File: config.mk
export PLATFORM = sky130hd
export DESIGN_NAME = branch_history_table
export DESIGN_NICKNAME = d
export VERILOG_FILES = /design/src/rtl/branch_history_table.sv
export SDC_FILE = /design/constraint.sdc
export NUM_CORES = 1
export LEC_CHECK = 0
export BUFFER_PORTS_ARGS = -buffer_cell sky130_fd_sc_hd__buf_2
export CAP_MARGIN = 5
export CORE_AREA = 2 2 84 86
export CTS_BUF_LIST = sky130_fd_sc_hd__clkbuf_8
export DETAILED_ROUTE_END_ITERATION = 8
export DIE_AREA = 0 0 86 88
export PLACE_DENSITY = 0.76
export SLEW_MARGIN = 20
export SYNTH_ARGS = -nofsm -noshare
export SYNTH_HDL_FRONTEND = slang
export SYNTH_SLANG_ARGS = --single-unit
File: constraint.sdc
create_clock -name clk_i -period 3 [get_ports clk_i]
set_input_delay 0.6 -clock clk_i [delete_from_list [all_inputs] [get_ports clk_i]]
set_output_delay 0.6 -clock clk_i [all_outputs]
set_load 0.1 [all_outputs]
File: src/rtl/branch_history_table.sv
// Branch history table: 2-bit saturating counters indexed by PC bits.
// Predicts in ID, trains and flags mispredictions in EX, and keeps
// saturating counts of resolved and mispredicted branches.
module branch_history_table #(
  parameter int ENTRIES = 16,
  parameter int IDX_LSB = 2
) (
  input  logic        clk_i,
  input  logic        rst_i,
  input  logic        lookup_valid_i,
  input  logic [31:0] lookup_pc_i,
  output logic        predict_o,
  input  logic        resolve_valid_i,
  input  logic [31:0] resolve_pc_i,
  input  logic        resolve_predict_i,
  input  logic        resolve_taken_i,
  output logic        flush_o,
  output logic        redirect_taken_o,
  output logic [15:0] branch_count_o,
  output logic [15:0] mispredict_count_o
);

  localparam int IDX_W = (ENTRIES > 1) ? $clog2(ENTRIES) : 1;

  logic [1:0]       counters [ENTRIES];
  logic [IDX_W-1:0] lookup_idx;
  logic [IDX_W-1:0] resolve_idx;
  logic [1:0]       resolve_ctr;
  logic             mispredict;
  logic [15:0]      branch_count;
  logic [15:0]      mispredict_count;
  logic             unused_pc_bits;

  assign lookup_idx  = lookup_pc_i[IDX_LSB +: IDX_W];
  assign resolve_idx = resolve_pc_i[IDX_LSB +: IDX_W];
  assign resolve_ctr = counters[resolve_idx];
  assign mispredict  = resolve_valid_i & (resolve_predict_i != resolve_taken_i);

  // Only the index bits of either PC matter; the table carries no tags.
  assign unused_pc_bits = ^{lookup_pc_i, resolve_pc_i};

  // Outputs are gated by reset so nothing leaks out while rst_i is high.
  assign predict_o          = ~rst_i & lookup_valid_i & counters[lookup_idx][1];
  assign flush_o            = ~rst_i & mispredict;
  assign redirect_taken_o   = flush_o & resolve_taken_i;
  assign branch_count_o     = branch_count;
  assign mispredict_count_o = mispredict_count;

  // Train the resolved entry one step toward the actual outcome, from table state.
  always_ff @(posedge clk_i or posedge rst_i) begin
    if (rst_i) begin
      for (int i = 0; i < ENTRIES; i++) begin
        counters[i] <= 2'b01;
      end
    end else if (resolve_valid_i) begin
      if (resolve_taken_i) begin
        if (resolve_ctr != 2'b11) begin
          counters[resolve_idx] <= resolve_ctr + 2'b01;
        end
      end else begin
        if (resolve_ctr != 2'b00) begin
          counters[resolve_idx] <= resolve_ctr - 2'b01;
        end
      end
    end
  end

  // Saturating statistics: resolved branches and mispredictions.
  always_ff @(posedge clk_i or posedge rst_i) begin
    if (rst_i) begin
      branch_count     <= 16'h0000;
      mispredict_count <= 16'h0000;
    end else begin
      if (resolve_valid_i && (branch_count != 16'hFFFF)) begin
        branch_count <= branch_count + 16'h0001;
      end
      if (mispredict && (mispredict_count != 16'hFFFF)) begin
        mispredict_count <= mispredict_count + 16'h0001;
      end
    end
  end

endmodule

* Word-level counts from Yosys, hierarchy flattened
Index checks and enable logic that the tools add are counted.
Storage, ports and cells: bits of input ports 70, word-level logic and storage cells 57, flip-flop bits (word level) 64
Operators by class: reduce and logical (&&, ||, !) cells 6, muxes and demuxes 13, add/sub/neg operators 4, order comparisons 3, equality and inequality tests 5, bitwise logic cells 8
Operator list (count):
- $mux 32 | 3
- $bwmux 32 | 2
- $add 16x1->16 const B | 2
- $ne 16x16->1 const B | 2
- $bmux 2 s4 | 2
- $ge 5x5->1 const B | 2
- $mux 2 | 5
- $not 4->5 | 2
- $demux 2 s4 | 1
- $and 1x1->1 | 5
- $lt 5x1->1 const B | 1
- $reduce_bool 2->1 | 2
- $logic_and 1x1->1 | 3
- $reduce_and 3->1 | 1
- $add 2x1->2 const B | 1
- $ne 2x1->1 const B | 1
- $ne 2x2->1 const B | 1
- $sub 2x1->2 const B | 1
- $ne 1x1->1 | 1
- $not 1->1 | 1

* Depth between registers and ports, before layout
word-level depth 8, mapped depth 10, depth with buffers taken out 9

* Least setup slack after synthesis
Ideal clock, no wire load.
path type input port to output port, start point in rst_i, end point out predict_o, arrival time 2.920 ns, stages 2, setup slack -0.520 ns, path through inv_1 and3_1
On the way: word-level cells in the longest chain between the ends 3
RTL lines:
- start: declaration | RTL line 9 | input logic rst_i,
- $not 1->1 | RTL line 43 | assign predict_o = ~rst_i & lookup_valid_i & counters[lookup_idx][1];
- $and 1x1->1 (2 in series) | RTL line 43
- end: declaration | RTL line 12 | output logic predict_o,
Every way passes these cells.

* Worst setup path after layout
start point in resolve_pc_i[2], end point reg counters[29] (netlist name)
On the way: word-level cells in the longest chain between the ends 8, elaborated cells on any way between the ends 21, classes of those cells add/sub: 2; order compare: 2; eq/ne: 2; mux: 10; bitwise: 1; reduce/logical: 4
RTL lines:
- start: declaration | RTL line 14 | input logic [31:0] resolve_pc_i,
- $not 4->5 (not written as such) (*) | RTL line 36, 58, 62
- $bmux 2 s4, or another cell as far along | RTL line 36 | assign resolve_ctr = counters[resolve_idx];
- $mux 2 (not written as such) / $logic_and 1x1->1 (equally long branches) | RTL line 36, 58, 62
- $mux 2 (on tied branches) | RTL line 36, 58, 62
- $sub 2x1->2, or another cell as far along | RTL line 62 | counters[resolve_idx] <= resolve_ctr - 2'b01;
- $bwmux 32 (on tied branches) | RTL line 62, 58
- $mux 32 (on tied branches) | RTL line 61, 57
- $mux 32 | RTL line 56 | if (resolve_taken_i) begin
- end signal: indexed assignment | RTL line 58 | counters[resolve_idx] <= resolve_ctr + 2'b01;
- end signal: indexed assignment | RTL line 62
- end: declaration | RTL line 25 | logic [1:0] counters [ENTRIES];
Every way passes the cells marked *; elsewhere a longest branch is shown, timed or not. The select of a mux whose other input is x is not followed. A chain may end at the register's enable or synchronous reset.

==> summary.md <==
| Metric | Value |
|---|---|
| Initial antenna violation count | 0 |
| Placed wire-length estimate | around 5100 um |
| Hold WC Path Type | input port to asynchronous set/reset pin |
| Peak VDD IR | between 0.4 and 0.5 mV |
| Peak Freq | roughly 340 MHz |
| Top FF cell, synth | dfrtp_1 |
| Minimum clock period | 2.97 ns |
| WL met2 | around 3400 um |
| RD Place Congestion | 0.849 |
| Async SR Flop Fraction | 1.00 |
| Synth Area in Adders | 0.0147 |
| Dominant cell type by area after synthesis | dfrtp_1 |
| DP Cell Count | between 400 and 500 |
| Avg WL per Cell | 16.9 um |
| Worst Tran Pin Value | around 0.55 ns |
| CTS max path bufs | 2 |
| Largest net degree at the start of global routing | 33 |
| Final WL | 7190 um |
| Post-Syn Area | about 3400 sq um |
| Gr usage total | 0.204 |
| Site row count | 30 |
| Syn-to-layout area delta | 20.9% |
| Filler instances | between 500 and 600 |
| CTS tree | built |
| Vias per cell | 5.74 |
| MaxCap Viol Count | 0 |
| Drt first-iter violations | 89 |
| Port Buffers | 48 |
| Post-synthesis xor/xnor area fraction | 0.0715 |
| Starting density of the core | 0.513 |
| YS warnings | 0 |
| DRT Pass-1 Iters | 4 |
| Vias in the first global route | around 2,400 |
| Full die area | ~7600 sq um |
| Post-synth EDFFs | 0 |
| Library cells used by synthesis | 42 |
| ANT nets after route | 0 |
| Syn_area_per_cell | ~13 sq um |
| Final Skew | about 0.014 ns |
| Post-route cell area | just over 4000 sq um |
| Crit. End Element | flop |
| Commonest non-fill, non-tap cell in the layout | dfrtp_1 |
| # diodes | 0 |
| Chip width | roughly 86 um |
| Worst-Skew Late Latency | 0.35 ns |
| FF+latch count, synth | 64 |
| Die H | 88 um |
| Post-synth top area share | 0.352 |
| Crit-path max FO | 7 |
| Worst Setup Start Kind | input port |
| Final net count | about 420 |
| Fin crit share | 0.990 |
| Most area-consuming cells after synthesis | dfrtp_1 35%, dfstp_2 12%, mux2_2 12%, mux4_2 6.6%, xor2_1 5.6% |
| DR top layer | met4 |
| Run status | finished, final reports clean |
| Syn Nets | roughly 350 |
| Pwr/cell area | between 900 and 1000 nW/um^2 |
| Pins Over Slew Limit | 0 |
| Sequential share of the synthesized area | 0.475 |
| Simple-gate share of the synthesized area | 0.145 |
| Cts-stage hold buffer count | 0 |
| Largest family of logic cells by synthesized area | multiplexers |
| DRC viols | 0 |
| # IOs | 105 |
| P_leak | approximately 1.9 nW |
| Via count | ~2,400 |
| Commonest non-fill, non-tap cells in the layout | 48 x dfrtp_1, 47 x buf_2, 37 x mux2_2 |
| Slew headroom | 0.632 |
| Clock buffer count from CTS | 9 |
| Share of cells above drive strength 1 | 0.462 |
| Post-place instance area | between 3000 and 4000 sq um |
| Crit path DAT | 3.19 ns |
| Root Buffer | clkbuf_8 |
| Reg clk slew, reported paths | approximately 0.070 ns |
| Worst endpoint required time | ~3.2 ns |
| Clock sinks | 64 |
| Synth Area in Compound Gates | 0.0466 |
| Congestion Overflow GR | 0 |
| Layout Cells excl Fill | ~430 |
| Htree depth | 3 |
| Cells after Synth | between 200 and 300 |
| Critical path class | input port to flop |
| Met1 WL | ~3300 um |
| Global-route wire length before repair | 11,900 um |
| Core ar. | 6640 sq um |
| Count of final hold-check violations | 0 |
| Mux cell area share after synthesis | 0.228 |
| Routed wl met3 | ~380 um |
| Endpoints failing setup | 0 |
==> where the power goes <==
group | leakage (nW) | internal (mW) | switching (mW)
combinational | 1.06 | 0.649 | 1.11
sequential | 0.788 | 1.24 | 0.245
clock | 0.101 | 0.426 | 0.337
==> timing repair <==
item                                    4_1_cts  5_1_grt
setup buffers                                 0        2
pin swaps                                     1        3
resized for setup                             6        6
endpoints found under the setup margin       25       25
cloned                                        0        0
==> worst paths after layout <==
kind,slack (ns),to,startpoint,cells after the start
max in group asynchronous,2.05,asynchronous set/reset pin,rst_i,3
min in group clk_i,0.49,branch_count_o[15],branch_count_o[15],1
min reg2reg,0.49,branch_count_o[15],branch_count_o[15],1
max reg2reg,0.13,counters[29],counters[19],8
max,0.03,counters[29],resolve_pc_i[2],9
min,0.22,mispredict_count_o[7],rst_i,2
==> synth_stat cells (2+ instances only) <==
| cell | instances |
|---|---|
| a21oi_1 | 3 |
| a31oi_1 | 3 |
| and2_1 | 2 |
| and3_1 | 4 |
| and4_1 | 6 |
| buf_2 | 3 |
| clkbuf_1 | 3 |
| dfrtp_1 | 48 |
| dfstp_2 | 16 |
| ha_1 | 4 |
| inv_1 | 8 |
| mux2_2 | 37 |
| mux2i_1 | 3 |
| mux4_1 | 4 |
| mux4_2 | 10 |
| nand2_1 | 15 |
| nand3_1 | 9 |
| nand4_1 | 10 |
| nand4b_1 | 2 |
| nor2_1 | 22 |
| nor3_1 | 8 |
| nor4_1 | 2 |
| o21a_1 | 2 |
| o21ai_0 | 2 |
| o31ai_1 | 5 |
| xnor2_1 | 4 |
| xor2_1 | 22 |
==> final cells by class <==
cell class	instances	area, sq um	area share
multi-input cells	193	1780	0.431
flip-flops and latches	64	1620	0.393
repair buffers	65	387	0.0937
clock buffers	11	151	0.0367
well taps	80	100	0.0243
clock inverters	5	55.1	0.0133
inverters	8	33.8	0.00819
==> per-layer routing <==
layer  GRT usage  vias to the layer above
met5           0                        -
li1            -                     1153
met1       0.278                     1212
met2       0.316                       72
met3      0.0594                       10
met4      0.0649                        0
==> metrics by stage <==
step | utilization | setup TNS [ns] | setup WS [ns] | hold slack (ns) | power (mW)
after detailed placement | 0.580 | -13.57 | -0.544 | 0.486 | 3.22
after floorplan | - | 0 | 0.00880 | 0.489 | 2.76
final | 0.621 | 0 | 0.0287 | 0.221 | 4.01
after global placement | 0.580 | -11.69 | -0.473 | 0.477 | 3.16
after CTS | 0.614 | -0.00797 | -0.00432 | 0.218 | 4.01
after global routing | 0.621 | -0.0333 | -0.0255 | 0.222 | 4.22
==> cell families (layout without fill, tap and decap cells) <==
family          after synthesis  count (layout)
xor+xnor                     27              27
compound gates               20              20
simple gates                 88              88
mux                          54              54
buf+inv                      15              89
flops                        64              64
fa+ha+maj                     4               4
==> worst max-delay path, stage by stage <==
cell and delay [ns]:
buf_4 0.17, mux4_2 0.56, mux4_2 0.48, ha_2 0.22, mux2i_4 0.18, nand4b_1 0.24, buf_4 0.22, nor3_4 0.16
mux2_2 0.36
No activity file was read; power rests on OpenSTA's default activity.
